[config.mk]
export PLATFORM = sky130hd
export DESIGN_NAME = gpr_file_flat
export DESIGN_NICKNAME = d
export VERILOG_FILES = /design/src/rtl/gpr_pkg.sv /design/src/rtl/gpr_if.sv /design/src/rtl/gpr_scoreboard.sv /design/src/rtl/gpr_file.sv /design/src/flat_wrapper.sv
export SDC_FILE = /design/constraint.sdc
export NUM_CORES = 2
export LEC_CHECK = 0
export BUFFER_PORTS_ARGS = -buffer_cell sky130_fd_sc_hd__buf_2
export CORE_MARGIN = 2
export CORE_UTILIZATION = 48
export CTS_BUF_LIST = sky130_fd_sc_hd__clkbuf_16
export DETAILED_ROUTE_END_ITERATION = 10
export GPL_TIMING_DRIVEN = 0
export HOLD_SLACK_MARGIN = 0.12
export PLACE_DENSITY = 0.68
export SLEW_MARGIN = 20
export SYNTH_ARGS = -nofsm -noshare
export SYNTH_HDL_FRONTEND = slang
export SYNTH_SLANG_ARGS = --single-unit
export TNS_END_PERCENT = 20
[constraint.sdc]
create_clock -name CLK -period 6.1 [get_ports CLK]
set_input_delay 1.22 -clock CLK [delete_from_list [all_inputs] [get_ports CLK]]
set_output_delay 1.22 -clock CLK [all_outputs]
set_load 0.05 [all_outputs]
[src/rtl/gpr_pkg.sv]
// Shared types and constants for the MIPS general-purpose register file.
package gpr_pkg;

  localparam int GPR_ADDR_W = 5;
  localparam int GPR_DATA_W = 32;
  localparam int REG_NUM    = 32;

  typedef logic [GPR_ADDR_W-1:0] reg_addr_t;
  typedef logic [GPR_DATA_W-1:0] reg_data_t;

  localparam reg_addr_t REG_ZERO_ADDR = '0;
  localparam reg_data_t ZERO_WORD     = '0;
  localparam logic      RST_EN        = 1'b0;

endpackage

[src/rtl/gpr_if.sv]
// Writeback, ID read-port and load-scoreboard signals of the register file.
interface gpr_if #(
  parameter int ADDR_W = 5,
  parameter int DATA_W = 32
);

  logic              WB_GPR_WE;
  logic [ADDR_W-1:0] WB_GPR_WADDR;
  logic [DATA_W-1:0] WB_GPR_WDATA;
  logic              RE1;
  logic              RE2;
  logic [ADDR_W-1:0] RADDR1;
  logic [ADDR_W-1:0] RADDR2;
  logic [DATA_W-1:0] RDATA1;
  logic [DATA_W-1:0] RDATA2;
  logic              SB_SET;
  logic [ADDR_W-1:0] SB_ADDR;
  logic              STALL_REQ;

  modport master (
    output WB_GPR_WE, WB_GPR_WADDR, WB_GPR_WDATA,
    output RE1, RE2, RADDR1, RADDR2, SB_SET, SB_ADDR,
    input  RDATA1, RDATA2, STALL_REQ
  );

  modport slave (
    input  WB_GPR_WE, WB_GPR_WADDR, WB_GPR_WDATA,
    input  RE1, RE2, RADDR1, RADDR2, SB_SET, SB_ADDR,
    output RDATA1, RDATA2, STALL_REQ
  );

endinterface

[src/rtl/gpr_scoreboard.sv]
// Load-pending scoreboard: one bit per register, set by an issued load and
// cleared by its writeback; bit 0 never holds a pending load.
module gpr_scoreboard
  import gpr_pkg::*;
#(
  parameter int NUM_REGS = REG_NUM,
  parameter int ADDR_W   = GPR_ADDR_W
) (
  input  logic              CLK,
  input  logic              RST,
  input  logic              set_en,
  input  logic [ADDR_W-1:0] set_addr,
  input  logic              clr_en,
  input  logic [ADDR_W-1:0] clr_addr,
  input  logic [ADDR_W-1:0] look_addr1,
  input  logic [ADDR_W-1:0] look_addr2,
  output logic              pend1,
  output logic              pend2
);

  logic [NUM_REGS-1:0] pending_q;
  logic [NUM_REGS-1:0] pending_d;

  // Set is applied after clear so a newer load supersedes the retiring one.
  always_comb begin
    pending_d = pending_q;
    if (clr_en && clr_addr != '0) pending_d[clr_addr] = 1'b0;
    if (set_en && set_addr != '0) pending_d[set_addr] = 1'b1;
    pending_d[0] = 1'b0;
  end

  always_ff @(posedge CLK) begin
    if (RST == RST_EN) pending_q <= '0;
    else               pending_q <= pending_d;
  end

  assign pend1 = pending_q[look_addr1];
  assign pend2 = pending_q[look_addr2];

endmodule

[src/rtl/gpr_file.sv]
// 32x32 MIPS register file: one writeback port, two bypassed ID read ports
// and a load-use stall request driven by the pending-load scoreboard.
module gpr_file
  import gpr_pkg::*;
#(
  parameter int NUM_REGS = REG_NUM,
  parameter int ADDR_W   = GPR_ADDR_W,
  parameter int DATA_W   = GPR_DATA_W
) (
  input  logic CLK,
  input  logic RST,
  gpr_if.slave bus
);

  logic [DATA_W-1:0] regs [NUM_REGS];
  logic              wr_en;
  logic              hit1;
  logic              hit2;
  logic              pend1;
  logic              pend2;

  assign wr_en = bus.WB_GPR_WE && (bus.WB_GPR_WADDR != '0);
  assign hit1  = bus.WB_GPR_WE && (bus.WB_GPR_WADDR == bus.RADDR1);
  assign hit2  = bus.WB_GPR_WE && (bus.WB_GPR_WADDR == bus.RADDR2);

  always_ff @(posedge CLK) begin
    if (RST == RST_EN) begin
      for (int i = 0; i < NUM_REGS; i++) regs[i] <= '0;
    end else if (wr_en) begin
      regs[bus.WB_GPR_WADDR] <= bus.WB_GPR_WDATA;
    end
  end

  gpr_scoreboard #(
    .NUM_REGS (NUM_REGS),
    .ADDR_W   (ADDR_W)
  ) u_sb (
    .CLK        (CLK),
    .RST        (RST),
    .set_en     (bus.SB_SET),
    .set_addr   (bus.SB_ADDR),
    .clr_en     (bus.WB_GPR_WE),
    .clr_addr   (bus.WB_GPR_WADDR),
    .look_addr1 (bus.RADDR1),
    .look_addr2 (bus.RADDR2),
    .pend1      (pend1),
    .pend2      (pend2)
  );

  // Write-through bypass lets ID consume the writeback value in the same cycle.
  always_comb begin
    bus.RDATA1    = '0;
    bus.RDATA2    = '0;
    bus.STALL_REQ = 1'b0;
    if (RST != RST_EN) begin
      if (bus.RE1 && bus.RADDR1 != '0) bus.RDATA1 = hit1 ? bus.WB_GPR_WDATA : regs[bus.RADDR1];
      if (bus.RE2 && bus.RADDR2 != '0) bus.RDATA2 = hit2 ? bus.WB_GPR_WDATA : regs[bus.RADDR2];
      bus.STALL_REQ = (bus.RE1 && pend1 && !hit1) || (bus.RE2 && pend2 && !hit2);
    end
  end

endmodule
[src/flat_wrapper.sv]
// flat-port wrapper written by rule: the top's interface ports become plain ports
module gpr_file_flat import gpr_pkg::*;
#(
  parameter int NUM_REGS = REG_NUM,
  parameter int ADDR_W   = GPR_ADDR_W,
  parameter int DATA_W   = GPR_DATA_W
)
  (CLK, RST, bus_WB_GPR_WE, bus_WB_GPR_WADDR, bus_WB_GPR_WDATA, bus_RE1, bus_RE2, bus_RADDR1, bus_RADDR2, bus_SB_SET, bus_SB_ADDR, bus_RDATA1, bus_RDATA2, bus_STALL_REQ);
  gpr_if #(.ADDR_W(ADDR_W), .DATA_W(DATA_W)) bus_i ();
  input  logic CLK;
  input  logic RST;
  input wire logic [$bits(bus_i.WB_GPR_WE)-1:0] bus_WB_GPR_WE;
  input wire logic [$bits(bus_i.WB_GPR_WADDR)-1:0] bus_WB_GPR_WADDR;
  input wire logic [$bits(bus_i.WB_GPR_WDATA)-1:0] bus_WB_GPR_WDATA;
  input wire logic [$bits(bus_i.RE1)-1:0] bus_RE1;
  input wire logic [$bits(bus_i.RE2)-1:0] bus_RE2;
  input wire logic [$bits(bus_i.RADDR1)-1:0] bus_RADDR1;
  input wire logic [$bits(bus_i.RADDR2)-1:0] bus_RADDR2;
  input wire logic [$bits(bus_i.SB_SET)-1:0] bus_SB_SET;
  input wire logic [$bits(bus_i.SB_ADDR)-1:0] bus_SB_ADDR;
  output wire logic [$bits(bus_i.RDATA1)-1:0] bus_RDATA1;
  output wire logic [$bits(bus_i.RDATA2)-1:0] bus_RDATA2;
  output wire logic [$bits(bus_i.STALL_REQ)-1:0] bus_STALL_REQ;
  assign bus_i.WB_GPR_WE = bus_WB_GPR_WE;
  assign bus_i.WB_GPR_WADDR = bus_WB_GPR_WADDR;
  assign bus_i.WB_GPR_WDATA = bus_WB_GPR_WDATA;
  assign bus_i.RE1 = bus_RE1;
  assign bus_i.RE2 = bus_RE2;
  assign bus_i.RADDR1 = bus_RADDR1;
  assign bus_i.RADDR2 = bus_RADDR2;
  assign bus_i.SB_SET = bus_SB_SET;
  assign bus_i.SB_ADDR = bus_SB_ADDR;
  assign bus_RDATA1 = bus_i.RDATA1;
  assign bus_RDATA2 = bus_i.RDATA2;
  assign bus_STALL_REQ = bus_i.STALL_REQ;
  gpr_file #(.NUM_REGS(NUM_REGS), .ADDR_W(ADDR_W), .DATA_W(DATA_W)) u_core (.CLK(CLK), .RST(RST), .bus(bus_i));
endmodule
# After elaboration in Yosys (flattened, before gate mapping)
# Memory sizes are Yosys's and may differ from the RTL's.
# Index checks and enable logic that the tools add are counted.
# classes
add_sub_neg	0
n_mul	0
n_div	0
n_lt_le_gt_ge	6
n_eq_ne	2
n_shift	0
mux	24
n_bitwise	3
n_reduce_logical	20
# op_table
op	n
$mux 32	9
$and 32x32->32	1
$not 32->32	1
$or 32x32->32	1
$reduce_or 32->1	1
$lt 5x6->1 const B	4
$reduce_bool 5->1	4
$logic_and 1x1->1	12
$bmux 1 s5	2
$demux 1 s5	2
$eq 5x5->1	2
$ge 5x1->1 const B	2
$mux 1	10
$mux 5	1
$logic_not 1->1	2
$logic_or 1x1->1	1
# word_totals
regBits	32
latchBits	0
mem_bits_rw	1024
romBits	0
input_bits	58
out_inout_bits	65
wordCells	58
mem_count	1
# mem_list
name	words	width	read_ports	rd_clocked_by_memory_dff	write_ports	line_no	text
u_core.regs	32	32	2	0	32	gpr_file.sv:15	logic [DATA_W-1:0] regs [NUM_REGS];

# Longest topological paths before layout
# depth
word_depth	9
depth_mapped	9
ltp_nobuf	5

# Modules after synthesis
# A second synthesis with hierarchy kept.
# unflattened
hier_cells	4085
area_unflattened_um2	57192.4
# modules_own_cells
mod	n_inst	cells_each	area_per_inst_um2	seq_area_each_um2
gpr_file	1	3843	55261.8	30749.5
gpr_scoreboard	1	242	1930.6	620.6

# Least setup slack after synthesis
# No wires, ideal clock.
# synth_timing
path_type	input-to-reg
from	input port bus_WB_GPR_WADDR[3]
to	memory u_core.regs[5][0], enable pin
setup_time_ps	468
arrival_ps	4402
required_time_ps	5632
setup_slack_ps	1229
path_stages	4
path_buffers	2
path_cell_list	buf_2 or3b_2 clkbuf_1 o21ai_0
# synth_lines
element	line_no	text
start: declaration	flat_wrapper.sv:13	input wire logic [$bits(bus_i.WB_GPR_WADDR)-1:0] bus_WB_GPR_WADDR;
end: declaration	gpr_file.sv:15	

# Final worst setup path
# layout_timing
from	input port bus_RADDR2[1]
to	output port bus_RDATA2[20]
# layout_via
elab_chain_cells	5
word_cells_on_any_way	8
cone_classes	1 x eq/ne; 3 x mux; 3 x reduce/logical; 1 x memory
# layout_rtl
element	line_no	text
start: declaration	flat_wrapper.sv:18	input wire logic [$bits(bus_i.RADDR2)-1:0] bus_RADDR2;
parallel branches: the longest is 3 deep, another holds $mem_v2 32x32	-	
$mux 32 (*)	gpr_file.sv:57	if (bus.RE2 && bus.RADDR2 != '0) bus.RDATA2 = hit2 ? bus.WB_GPR_WDATA : regs[bus.RADDR2];
$mux 32 (*)	gpr_file.sv:55	if (RST != RST_EN) begin
end: declaration	flat_wrapper.sv:22	output wire logic [$bits(bus_i.RDATA2)-1:0] bus_RDATA2;
# Every way passes the cells marked *.

==> flow_summary.json <==
{
  "grt_start_max_net_pins": 26,
  "syn_area_um2": 57000,
  "die_x_um": 349,
  "cts_num_sinks": 1055,
  "p_leak_nw": 23.3,
  "yosysSeqAreaShare": 0.550,
  "instances_no_fill": 6092,
  "postCtsResizedCells": 0,
  "vias_per_cell": 6.77,
  "endpoint_kind": "output port",
  "drv_cap": 0,
  "wire_per_inst_um": 36.0,
  "layout.nets": 4508,
  "power_mw": 17.7,
  "dr.pass1.iters": 6,
  "remaining_drc_errors": 0,
  "portBuffers": 110,
  "antenna_found_initial": 22,
  "cts-hold-fix-buffers": 0,
  "finalWorstSetupSlack_ps": -88.4,
  "cts_buffer_depth": 3,
  "fill_cells": 9730,
  "final_common_cell": "edfxtp_1",
  "crit_fanout": 10,
  "ys_ff_latch": 1055,
  "ys_warn_count": 0,
  "insertion_delay_ps": 710,
  "critical_path_class": "in -> out",
  "cts_tree": "done",
  "mostFrequentLayoutCells": "edfxtp_1 (1024), and2_1 (995), mux2i_1 (416)",
  "violations": "negative setup slack",
  "min_period_ps": 6190,
  "tightest_slew_ps": 1290,
  "outcome": "complete, but fails checks",
  "netlist_instances": 4134,
  "grt_usage": 0.357,
  "dr_total_vias": 41214,
  "final-setup-viol-count": 2,
  "globalRouteOverflowTotal": 0,
  "relSlewSlack": 0.139,
  "dpl.cell_count": 5870,
  "fin_area_um2": 64900,
  "grt_pass1_vias": 39650,
  "post-route-util": 0.550,
  "cts_buffers": 114,
  "initial_core_util": 0.483,
  "cp.required_ps": 4880,
  "hold_class": "reg -> reg",
  "period_share": 1.01,
  "crit_path_start_kind": "input pin",
  "peakVddDrop_v": 0.000226,
  "powerDensity_nw_per_um2": 272,
  "drt_wl_total_mm": 219,
  "dp_hpwl_mm": 161,
  "area_delta_synth_final_pct": 13.9,
  "rsz0062_at_grt": "no",
  "clockRootBuffer": "clkbuf_16",
  "fp-row-count": 126,
  "multiInputGateArea_um2": 23900,
  "ant_nets": 0,
  "hold_violations": 0,
  "synthFlopType": "edfxtp_1",
  "clk_pin_slew_ps": 60,
  "io_pins": 123,
  "critPathArrivalTime_ps": 4970,
  "seq_area_um2": 31400,
  "die_h_um": 349,
  "syn_area_per_cell_um2": 13.8,
  "htreeDepth": 3,
  "slew_violations": 0,
  "clock_skew_ps": 0,
  "async_flop_share": 0,
  "die-area_um2": 122000,
  "cts_setup_buffers": 0,
  "netlist-cell-type-count": 59,
  "grt_pass1_wl_mm": 301,
  "first_iter_violations": 6591,
  "place_area_um2": 61400,
  "coreArea_um2": 118000,
  "max_freq_mhz": 162,
  "synth_edf_count": 1024,
  "drive_gt1_frac": 0.192,
  "gp_congestion": 1.01,
  "finalSetupTns_ps": -105
}
## cell families (layout without fill, tap and decap cells)
family / count (synthesis) / count (layout) / synth area share
compound gates: 551 / 551 / 0.0698
xor+xnor: 10 / 10 / 0.00154
buf+inv: 482 / 864 / 0.0383
flops: 1055 / 1055 / 0.550
mux: 754 / 754 / 0.206
other cells: 1 / 41 / 0.0000658
simple gates: 1281 / 1281 / 0.134
## path summary, 6_finish.rpt
kind | from | cells past startpoint | slack (ps) | end
hold / removal | u_core.u_sb.pending_q[14] | 2 | 490 | u_core.u_sb.pending_q[14]
setup / recovery | bus_RADDR2[1] | 9 | -90 | bus_RDATA2[20]
setup reg to reg | u_core.u_sb.pending_q[15] | 2 | 5420 | u_core.u_sb.pending_q[15]
hold reg to reg | u_core.u_sb.pending_q[14] | 2 | 490 | u_core.u_sb.pending_q[14]
## worst max-delay path, stage by stage
cell	delay, ps
buf_2	210
buf_2	540
buf_2	450
buf_2	540
mux4_2	380
a22oi_1	770
nand3_1	150
a32o_1	420
buf_2	260
## flip-flops by register name, summed over array words and instances (netlist names)
register	flops
u_core.regs	1024
u_core.u_sb.pending_q	31
## metal layers
metal	GRT usage	part of all wire
met3	0.108	0.14
met4	0.242	0.083
met2	0.493	0.41
met1	0.483	0.37
met5	0	0.00040
## synthesized netlist by cell type, drive strengths merged, types with 32 or more instances
library cell / number / area (µm²)
buf: 165 / 980
mux4: 337 / 7600
a32o: 32 / 320
nor2: 39 / 199
a22o: 32 / 280
a221oi: 68 / 596
clkbuf: 280 / 1060
inv: 36 / 135
edfxtp: 1024 / 30700
o21ai: 131 / 656
nand3: 109 / 546
o22ai: 61 / 382
mux2i: 416 / 4160
a22oi: 127 / 953
nand2: 100 / 375
and2: 995 / 6220
## final cells by class
class,instances,area share
antenna,9,0.000347
sequential,1055,0.483
clock buffer,116,0.0447
clock inverter,97,0.00894
inverter,37,0.00214
timing repair buffer,169,0.0306
tap,1536,0.0296
multi-input combinational,2628,0.369
buffer,445,0.0317
## report_power, final
part / internal (mW) / total (mW) / switching, mW / leakage [nW]
Combinational: 0.889 / 2.50 / 1.61 / 11.5
Clock: 3.63 / 6.61 / 2.97 / 1.81
Sequential: 8.35 / 8.57 / 0.216 / 10.0
Total: 12.9 / 17.7 / 4.80 / 23.3
## through the flow
step                setup slack [ps]  hold WS [ps]
floorplan                       1230           441
global placement               -1900           469
detailed placement               157           474
CTS                              149           483
global route                    6.85           512
finish                         -88.4           486
Power figures use the tool's default switching activity.
